==> config.mk <==
export PLATFORM = sky130hd
export DESIGN_NAME = mem_access_ctrl_flat
export DESIGN_NICKNAME = d
export VERILOG_FILES = /design/src/rtl/mem_access_ctrl_if.sv /design/src/rtl/mem_access_ctrl.sv /design/src/flat_wrapper.sv
export SDC_FILE = /design/constraint.sdc
export NUM_CORES = 1
export LEC_CHECK = 0
export CORE_UTILIZATION = 50
export DETAILED_ROUTE_END_ITERATION = 10
export PLACE_DENSITY_LB_ADDON = 0.08
export RECOVER_POWER = 100
export SETUP_SLACK_MARGIN = 0.05
export SLEW_MARGIN = 5
export SYNTH_ARGS = -nofsm -noshare
export SYNTH_HDL_FRONTEND = slang
export SYNTH_SLANG_ARGS = --single-unit
==> constraint.sdc <==
create_clock -name clk -period 10.75 [get_ports clk]
set_clock_uncertainty 0.15 [all_clocks]
set_input_delay 2.15 -clock clk [delete_from_list [all_inputs] [get_ports clk]]
set_output_delay 2.15 -clock clk [all_outputs]
set_load 0.02 [all_outputs]
==> src/rtl/mem_access_ctrl_if.sv <==
// Bus bundle between the datapath, mem_access_ctrl and the ram512x8 byte-lane RAM.
//
// Handshake semantics:
//   datapath side - req is a request strobe seen only while the controller is idle
//                   (busy=0 and done=0). The fields are captured on that same edge.
//                   done is a one-cycle pulse that closes the transaction, and fault
//                   is valid in that cycle.
//   RAM side      - a four-phase handshake. ram_en rises with stable
//                   rw/adr/data/size/place. The RAM raises ram_finished, then
//                   ram_en drops. The controller waits for ram_finished to fall
//                   before it can start another access.
// The master modport is the controller's view. The slave modport is the
// environment's view (datapath plus RAM).
interface mem_access_ctrl_if #(
   parameter int ADDR_W = 9
);
   logic              req;
   logic              wr;
   logic [1:0]        size;
   logic              sign_ext;
   logic [ADDR_W-1:0] addr;
   logic [31:0]       wdata;
   logic [31:0]       rdata;
   logic              done;
   logic [1:0]        fault;
   logic              busy;
   logic              ram_en;
   logic              ram_rw;
   logic [ADDR_W-1:0] ram_adr;
   logic [31:0]       ram_data;
   logic [1:0]        ram_size;
   logic [1:0]        ram_place;
   logic [31:0]       ram_out;
   logic              ram_finished;

   modport master (
      input  req, wr, size, sign_ext, addr, wdata, ram_out, ram_finished,
      output rdata, done, fault, busy,
      output ram_en, ram_rw, ram_adr, ram_data, ram_size, ram_place
   );

   modport slave (
      output req, wr, size, sign_ext, addr, wdata, ram_out, ram_finished,
      input  rdata, done, fault, busy,
      input  ram_en, ram_rw, ram_adr, ram_data, ram_size, ram_place
   );
endinterface

==> src/rtl/mem_access_ctrl.sv <==
// Initiator-side load/store controller for the ram512x8 byte-lane RAM.
// It checks alignment, runs the RAM en/finished handshake with a timeout,
// extends load data, and reports done/fault to the control unit.
// The request is captured in IDLE. On the following edge the controller decides
// between a misaligned fault and a RAM access, so ram_en rises one edge after req
// is sampled.
module mem_access_ctrl #(
   parameter int ADDR_W  = 9,
   parameter int TIMEOUT = 64
) (
   input  logic                clk,
   input  logic                reset,
   mem_access_ctrl_if.master   bus,
   output logic [1:0]          dbg_state
);
   typedef enum logic [1:0] {IDLE, ACCESS, RELEASE, DONE} state_t;

   localparam int CW = $clog2(TIMEOUT) + 1;
   localparam logic [CW-1:0] LAST = CW'(TIMEOUT - 1);

   state_t            state, state_nxt;
   logic              req_q;
   logic              l_wr;
   logic [1:0]        l_size;
   logic              l_sign;
   logic [ADDR_W-1:0] l_addr;
   logic [31:0]       l_wdata;
   logic [CW-1:0]     cnt;
   logic [1:0]        pend_fault;
   logic [1:0]        fault_q;
   logic [31:0]       rdata_q;
   logic              ram_en_q;
   logic              ram_rw_q;
   logic [ADDR_W-1:0] ram_adr_q;
   logic [31:0]       ram_data_q;
   logic [1:0]        ram_size_q;
   logic [1:0]        ram_place_q;
   logic              misaligned;
   logic [1:0]        place;
   logic [31:0]       ext_data;

   // Alignment check and byte-lane select, both taken from the latched request
   always_comb begin
      misaligned = 1'b0;
      place      = 2'b00;
      case (l_size)
         2'b00: place = l_addr[1:0];
         2'b01: begin
            place      = {l_addr[1], 1'b0};
            misaligned = l_addr[0];
         end
         2'b10: misaligned = (l_addr[1:0] != 2'b00);
         default: misaligned = 1'b1;
      endcase
   end

   // Zero or sign extension of the right-justified RAM read data
   always_comb begin
      ext_data = bus.ram_out;
      case (ram_size_q)
         2'b00: ext_data = {{24{l_sign & bus.ram_out[7]}}, bus.ram_out[7:0]};
         2'b01: ext_data = {{16{l_sign & bus.ram_out[15]}}, bus.ram_out[15:0]};
         default: ext_data = bus.ram_out;
      endcase
   end

   // Next-state logic for the access FSM
   always_comb begin
      state_nxt = state;
      case (state)
         IDLE:    if (req_q) state_nxt = misaligned ? DONE : ACCESS;
         ACCESS:  if (bus.ram_finished || cnt == LAST) state_nxt = RELEASE;
         RELEASE: if (!bus.ram_finished) state_nxt = DONE;
         DONE:    state_nxt = IDLE;
         default: state_nxt = IDLE;
      endcase
   end

   // State register, request latch, RAM drive registers, timeout counter and result registers
   always_ff @(posedge clk or posedge reset) begin
      if (reset) begin
         state       <= IDLE;
         req_q       <= 1'b0;
         l_wr        <= 1'b0;
         l_size      <= 2'b00;
         l_sign      <= 1'b0;
         l_addr      <= '0;
         l_wdata     <= '0;
         cnt         <= '0;
         pend_fault  <= 2'b00;
         fault_q     <= 2'b00;
         rdata_q     <= '0;
         ram_en_q    <= 1'b0;
         ram_rw_q    <= 1'b0;
         ram_adr_q   <= '0;
         ram_data_q  <= '0;
         ram_size_q  <= 2'b00;
         ram_place_q <= 2'b00;
      end else begin
         state <= state_nxt;
         case (state)
            IDLE: begin
               if (req_q) begin
                  req_q <= 1'b0;
                  if (misaligned) begin
                     fault_q <= 2'b01;
                  end else begin
                     ram_en_q    <= 1'b1;
                     ram_rw_q    <= ~l_wr;
                     ram_adr_q   <= l_addr;
                     ram_data_q  <= l_wdata;
                     ram_size_q  <= l_size;
                     ram_place_q <= place;
                     cnt         <= '0;
                  end
               end else if (bus.req) begin
                  req_q   <= 1'b1;
                  l_wr    <= bus.wr;
                  l_size  <= bus.size;
                  l_sign  <= bus.sign_ext;
                  l_addr  <= bus.addr;
                  l_wdata <= bus.wdata;
               end
            end
            ACCESS: begin
               cnt <= cnt + CW'(1);
               // A finish on the last allowed cycle still counts as a success
               if (bus.ram_finished) begin
                  if (ram_rw_q) rdata_q <= ext_data;
                  pend_fault <= 2'b00;
                  ram_en_q   <= 1'b0;
               end else if (cnt == LAST) begin
                  pend_fault <= 2'b10;
                  ram_en_q   <= 1'b0;
               end
            end
            RELEASE: if (!bus.ram_finished) fault_q <= pend_fault;
            default: ;
         endcase
      end
   end

   assign bus.rdata     = rdata_q;
   assign bus.fault     = fault_q;
   assign bus.done      = (state == DONE);
   assign bus.busy      = (state == ACCESS) || (state == RELEASE);
   assign bus.ram_en    = ram_en_q;
   assign bus.ram_rw    = ram_rw_q;
   assign bus.ram_adr   = ram_adr_q;
   assign bus.ram_data  = ram_data_q;
   assign bus.ram_size  = ram_size_q;
   assign bus.ram_place = ram_place_q;
   assign dbg_state     = state;
endmodule

==> src/flat_wrapper.sv <==
// flat-port wrapper written by rule: the top's interface ports become plain ports
module mem_access_ctrl_flat 
#(
   parameter int ADDR_W  = 9,
   parameter int TIMEOUT = 64
)
  (clk, reset, dbg_state, bus_req, bus_wr, bus_size, bus_sign_ext, bus_addr, bus_wdata, bus_ram_out, bus_ram_finished, bus_rdata, bus_done, bus_fault, bus_busy, bus_ram_en, bus_ram_rw, bus_ram_adr, bus_ram_data, bus_ram_size, bus_ram_place);
  mem_access_ctrl_if #(.ADDR_W(ADDR_W)) bus_i ();
  input  logic clk;
  input  logic reset;
  output logic [1:0] dbg_state;
  input wire logic [$bits(bus_i.req)-1:0] bus_req;
  input wire logic [$bits(bus_i.wr)-1:0] bus_wr;
  input wire logic [$bits(bus_i.size)-1:0] bus_size;
  input wire logic [$bits(bus_i.sign_ext)-1:0] bus_sign_ext;
  input wire logic [$bits(bus_i.addr)-1:0] bus_addr;
  input wire logic [$bits(bus_i.wdata)-1:0] bus_wdata;
  input wire logic [$bits(bus_i.ram_out)-1:0] bus_ram_out;
  input wire logic [$bits(bus_i.ram_finished)-1:0] bus_ram_finished;
  output wire logic [$bits(bus_i.rdata)-1:0] bus_rdata;
  output wire logic [$bits(bus_i.done)-1:0] bus_done;
  output wire logic [$bits(bus_i.fault)-1:0] bus_fault;
  output wire logic [$bits(bus_i.busy)-1:0] bus_busy;
  output wire logic [$bits(bus_i.ram_en)-1:0] bus_ram_en;
  output wire logic [$bits(bus_i.ram_rw)-1:0] bus_ram_rw;
  output wire logic [$bits(bus_i.ram_adr)-1:0] bus_ram_adr;
  output wire logic [$bits(bus_i.ram_data)-1:0] bus_ram_data;
  output wire logic [$bits(bus_i.ram_size)-1:0] bus_ram_size;
  output wire logic [$bits(bus_i.ram_place)-1:0] bus_ram_place;
  assign bus_i.req = bus_req;
  assign bus_i.wr = bus_wr;
  assign bus_i.size = bus_size;
  assign bus_i.sign_ext = bus_sign_ext;
  assign bus_i.addr = bus_addr;
  assign bus_i.wdata = bus_wdata;
  assign bus_i.ram_out = bus_ram_out;
  assign bus_i.ram_finished = bus_ram_finished;
  assign bus_rdata = bus_i.rdata;
  assign bus_done = bus_i.done;
  assign bus_fault = bus_i.fault;
  assign bus_busy = bus_i.busy;
  assign bus_ram_en = bus_i.ram_en;
  assign bus_ram_rw = bus_i.ram_rw;
  assign bus_ram_adr = bus_i.ram_adr;
  assign bus_ram_data = bus_i.ram_data;
  assign bus_ram_size = bus_i.ram_size;
  assign bus_ram_place = bus_i.ram_place;
  mem_access_ctrl #(.ADDR_W(ADDR_W), .TIMEOUT(TIMEOUT)) u_core (.clk(clk), .reset(reset), .bus(bus_i), .dbg_state(dbg_state));
endmodule
Word level (Yosys, flattened, before mapping) --
Cells that the tools add are included.
Operators by class: reductions and logical operators 17, equality and inequality tests 13, bitwise operators 5, add/sub/neg operators 1, muxes and demuxes 24
Operators with widths (count):
- $pmux 32 s2 | 1
- $mux 2 | 9
- $reduce_and 3->1 | 5
- $mux 7 | 2
- $pmux 7 s2 | 1
- $pmux 2 s2 | 2
- $pmux 2 s4 | 1
- $reduce_and 4->1 | 2
- $reduce_bool 2->1 | 4
- $add 7x1->7 const B | 1
- $eq 7x6->1 const B | 1
- $eq 2x1->1 const B | 3
- $eq 2x2->1 const B | 3
- $logic_not 2->1 | 3
- $mux 1 | 6
- $ne 2x1->1 const B | 3
- $ne 2x2->1 const B | 2
- $ne 3x2->1 const B | 1
- $not 1->1 | 3
- $pmux 1 s3 | 1
- $and 1x1->1 | 2
- $logic_or 1x1->1 | 2
- $pmux 1 s2 | 1
- $reduce_and 2->1 | 1
Word-level totals: output and inout port bits 85, bits of input ports 81, bits in registers 138

Depth between registers and ports, before layout --
depth after elaboration 5, gate-level depth with buffers 7, depth with buffers taken out 6

Least setup slack after synthesis --
No wires, ideal clock.
kind input-to-reg, start point input bus_ram_finished, end point register u_core.rdata_q[0], in the netlist u_core.bus.rdata[0], path buffers 3, cell stages on the path 5, slack 7368 ps, data arrival time 3107 ps, cell sequence clkbuf_1 -> nand3_1 -> buf_2 -> buf_2 -> mux2_2
On the way: cells in the longest elaborated chain, start to end 1
Ends and longest elaborated chain:
- start, declared | line flat_wrapper.sv:19 | input wire logic [$bits(bus_i.ram_finished)-1:0] bus_ram_finished;
- $reduce_and 3->1 (no line)
- end signal, assigned | line mem_access_ctrl.sv:129 | if (ram_rw_q) rdata_q <= ext_data;
- end, declared | line mem_access_ctrl.sv:31 | logic [31:0] rdata_q;
Every way passes these cells. A chain may end at the register's enable or synchronous reset.

==> impl_metrics.json <==
{
  "hold_buffers": 0,
  "seqPwrFrac_pct": 36.4,
  "post-route-period-util_pct": 46.2,
  "vias_per_cell": 5.26,
  "yosysWarnings": 0,
  "synth_compound_gate_area_share_pct": 8.35,
  "crit_cells": 3,
  "synth_area_um2": 5590,
  "required_ns": 11.15,
  "synth_xor_xnor_area_share_pct": 0,
  "routed_wirelength_um": 12400,
  "hold_class": "register to register",
  "clk_latency_ns": 0.52,
  "route.met2.wl_um": 6400,
  "layout_commonest_cell": "dfrtp_1",
  "met3_length_um": 963,
  "crit_path_top_delay_cell": "clkinvlp_2",
  "h-tree-depth": 4,
  "diodes": 0,
  "synth_ff_type": "dfrtp_1",
  "grt_pass1_vias": 4062,
  "clock-sinks": 137,
  "maxSlewHeadroom_pct": -106,
  "port_buffers": 165,
  "fin_nets": 673,
  "maxCapViolations": 4,
  "wire_per_inst_um": 16.8,
  "dp.cells": 707,
  "dr.pass1.iters": 4,
  "irDropWorstVdd_v": 0.000183,
  "areaGrowthSynthToFinish_pct": 42.4,
  "sw_frac_of_total_pct": 33.9,
  "status": "finished, violations left",
  "max_stage_delay_ns": 1.73,
  "p_comb_share_pct": 38.6,
  "drive_gt1_share_pct": 21.9,
  "fmax_ghz": 0.201,
  "worstSetupStartpoint": "reset",
  "drc": 0,
  "hold_viol": 0,
  "root_buffer": "clkbuf_8",
  "ant_nets": 0,
  "internal_power_mw": 1.66,
  "synth.area.mux_share_pct": 20.8,
  "wl_met1_um": 4900,
  "reg2reg_slack_ns": 6.82,
  "synth_nets": 509,
  "vias": 3885,
  "rsz0062_at_grt": "no",
  "num_rows": 38,
  "min_period_ns": 4.96,
  "endpoint": "u_core.bus.ram_data[30]",
  "r2r_cells": 5,
  "chipHeight_um": 108,
  "cp.arrival_ns": 5.36,
  "final_cell_mix": "137 x dfrtp_1, 95 x mux2_2, 88 x dlygate4sd3_1",
  "powerDensity_nw_per_um2": 315,
  "start_util_pct": 51.5,
  "async_reset_ff_share_pct": 100,
  "cts_buffers": 17,
  "synth_seq_cells": 137,
  "cellLeakagePower_nw": 3.58,
  "drt_iter0_markers": 174,
  "synthAdderAreaFrac_pct": 1.34,
  "ys_types": 38,
  "grt_usage_pct": 22.8,
  "fin_setup_tns_ns": 0,
  "fillerInstances": 765,
  "path_clk_slew_ns": 0.06,
  "postCtsSetupRepairBufs": 0,
  "power_switching_mw": 0.848,
  "hpwl_um": 8140,
  "crit_buf_inv": 3,
  "tightestPinTransition_ns": 3.08,
  "finalSetupViolations": 0,
  "syn_inst": 422,
  "gp_congestion": 0.782,
  "critical-path-top-delay-family": "buffers and inverters",
  "r2r_start": "u_core.l_addr[0]",
  "hold_path_depth": 1,
  "grt_max_degree": 74,
  "cts_resized": 0,
  "synth_edf_count": 0,
  "die-area_um2": 11600,
  "top_layer": "met4",
  "grt_pass1_wl_um": 20000,
  "seq_area_frac_synth_pct": 61.4,
  "cp-start-kind": "input port",
  "reg2reg_to": "u_core.cnt[0]",
  "clockBufferDepth": 2,
  "core-area_um2": 10800,
  "endpoint_kind": "async pin",
  "violations": "capacitance limit, slew limit",
  "critPathKind": "input port to async pin",
  "antenna_found_initial": 0,
  "synth_top_family_by_area": "multiplexers",
  "syn_area_per_cell_um2": 13.2,
  "slew_viol_final": 219,
  "path_cells": "dlygate4sd3_1 -> clkinvlp_2 -> buf_4",
  "chipWidth_um": 108,
  "num_io_pins": 166,
  "grt.overflow.total": 0,
  "cts_tree": "yes",
  "clkPwrFrac_pct": 25.0,
  "synthSimpleGateAreaFrac_pct": 5.89,
  "layoutNonFillerInstCount": 739,
  "cp_max_fo": 73
}
## cell families after synthesis
group | Yosys count
flip-flops | 137
buffers and inverters | 29
multiplexers | 104
AO/OA/AOI/OAI | 77
adder cells (fa/ha/maj) | 6
AND/OR/NAND/NOR | 69
## power groups by stage
stage | registers, mW | clock network [mW] | logic [mW]
floorplan | 1.05 | 0 | 0.448
global placement | 0.906 | 0 | 0.999
detailed placement | 0.924 | 0 | 1.02
CTS | 0.922 | 0.634 | 1.04
global route | 0.946 | 0.659 | 1.04
finish | 0.912 | 0.625 | 0.967
## synth_stat cells, types with 2 or more instances
cell type  number  area share, %
nor3_1          2           0.18
buf_2          12            1.1
mux2_2         99             20
or3_1           3           0.34
nor2b_1         2           0.22
a211o_1         2           0.31
mux2i_1         5           0.90
nand2_1        31            2.1
a31oi_1         2           0.22
nor4_1          2           0.22
o21ai_0        28            2.5
a211oi_1        2           0.27
ha_1            6            1.3
clkbuf_1       11           0.74
inv_1           6           0.40
dfrtp_1       137             61
a21oi_1        25            2.2
nor2_1         12           0.81
nand2b_1        2           0.22
nand3_1         6           0.54
and3_1          2           0.22
o21a_1          9            1.2
## layer usage
| layer | global-route usage, % | up-vias |
|---|---|---|
| li1 | - | 1821 |
| met1 | 27.1 | 1928 |
| met2 | 38.0 | 125 |
| met3 | 8.90 | 11 |
| met4 | 7.44 | 0 |
| met5 | 0 | - |
## metrics by stage
step	setup slack (ns)	utilization (%)	total power [mW]	area, um2	hold slack, ns
finish	5.79	73.4	2.50	7960	0.307
global route	5.17	73.4	2.65	7960	0.329
CTS	6.24	73.7	2.59	7990	0.310
detailed placement	6.30	67.8	1.95	7350	0.299
global placement	6.36	67.8	1.91	7350	0.297
floorplan	4.78	-	1.50	5590	0.284
## state kept, by name, indices dropped and copies added, names as in the netlist
signal,count
u_core.cnt,7
u_core.bus.ram_rw,1
u_core.bus.ram_data,32
u_core.bus.fault,2
u_core.l_wr,1
u_core.bus.ram_place,2
u_core.req_q,1
u_core.bus.ram_en,1
u_core.bus.ram_size,2
u_core.l_wdata,32
u_core.l_sign,1
u_core.dbg_state,2
u_core.bus.ram_adr,9
u_core.l_addr,9
u_core.pend_fault,1
u_core.l_size,2
u_core.bus.rdata,32
## final cells by class
| class | count | area, um2 | share of cell area (%) |
|---|---|---|---|
| Clock inverter | 12 | 196 | 2.47 |
| Timing Repair Buffer | 168 | 1670 | 21.0 |
| Inverter | 6 | 23.8 | 0.299 |
| Multi-Input combinational cell | 256 | 2020 | 25.4 |
| Sequential cell | 137 | 3430 | 43.1 |
| Clock buffer | 20 | 445 | 5.60 |
| Tap cell | 140 | 175 | 2.20 |
## how the worst min path moves through the flow
stage           startpoint                end  slack [ns]
2_1_floorplan  u_core.l_wr  u_core.bus.ram_rw        0.28
3_3_place_gp   u_core.l_wr  u_core.bus.ram_rw        0.30
3_5_place_dp   u_core.l_wr  u_core.bus.ram_rw        0.30
4_1_cts        u_core.l_wr  u_core.bus.ram_rw        0.31
5_1_grt        u_core.l_wr  u_core.bus.ram_rw        0.33
6_report       u_core.l_wr  u_core.bus.ram_rw        0.31
## worst register-to-register path: cells and delay by family (launching register included)
| family | cells | cell delay, ns |
|---|---|---|
| buffers and inverters | 1 | 1.61 |
| multiplexers | 1 | 0.20 |
| flip-flops | 1 | 0.45 |
| AO/OA/AOI/OAI | 2 | 1.04 |
| AND/OR/NAND/NOR | 1 | 0.41 |
Note: power is estimated with default switching activity, not from simulation.
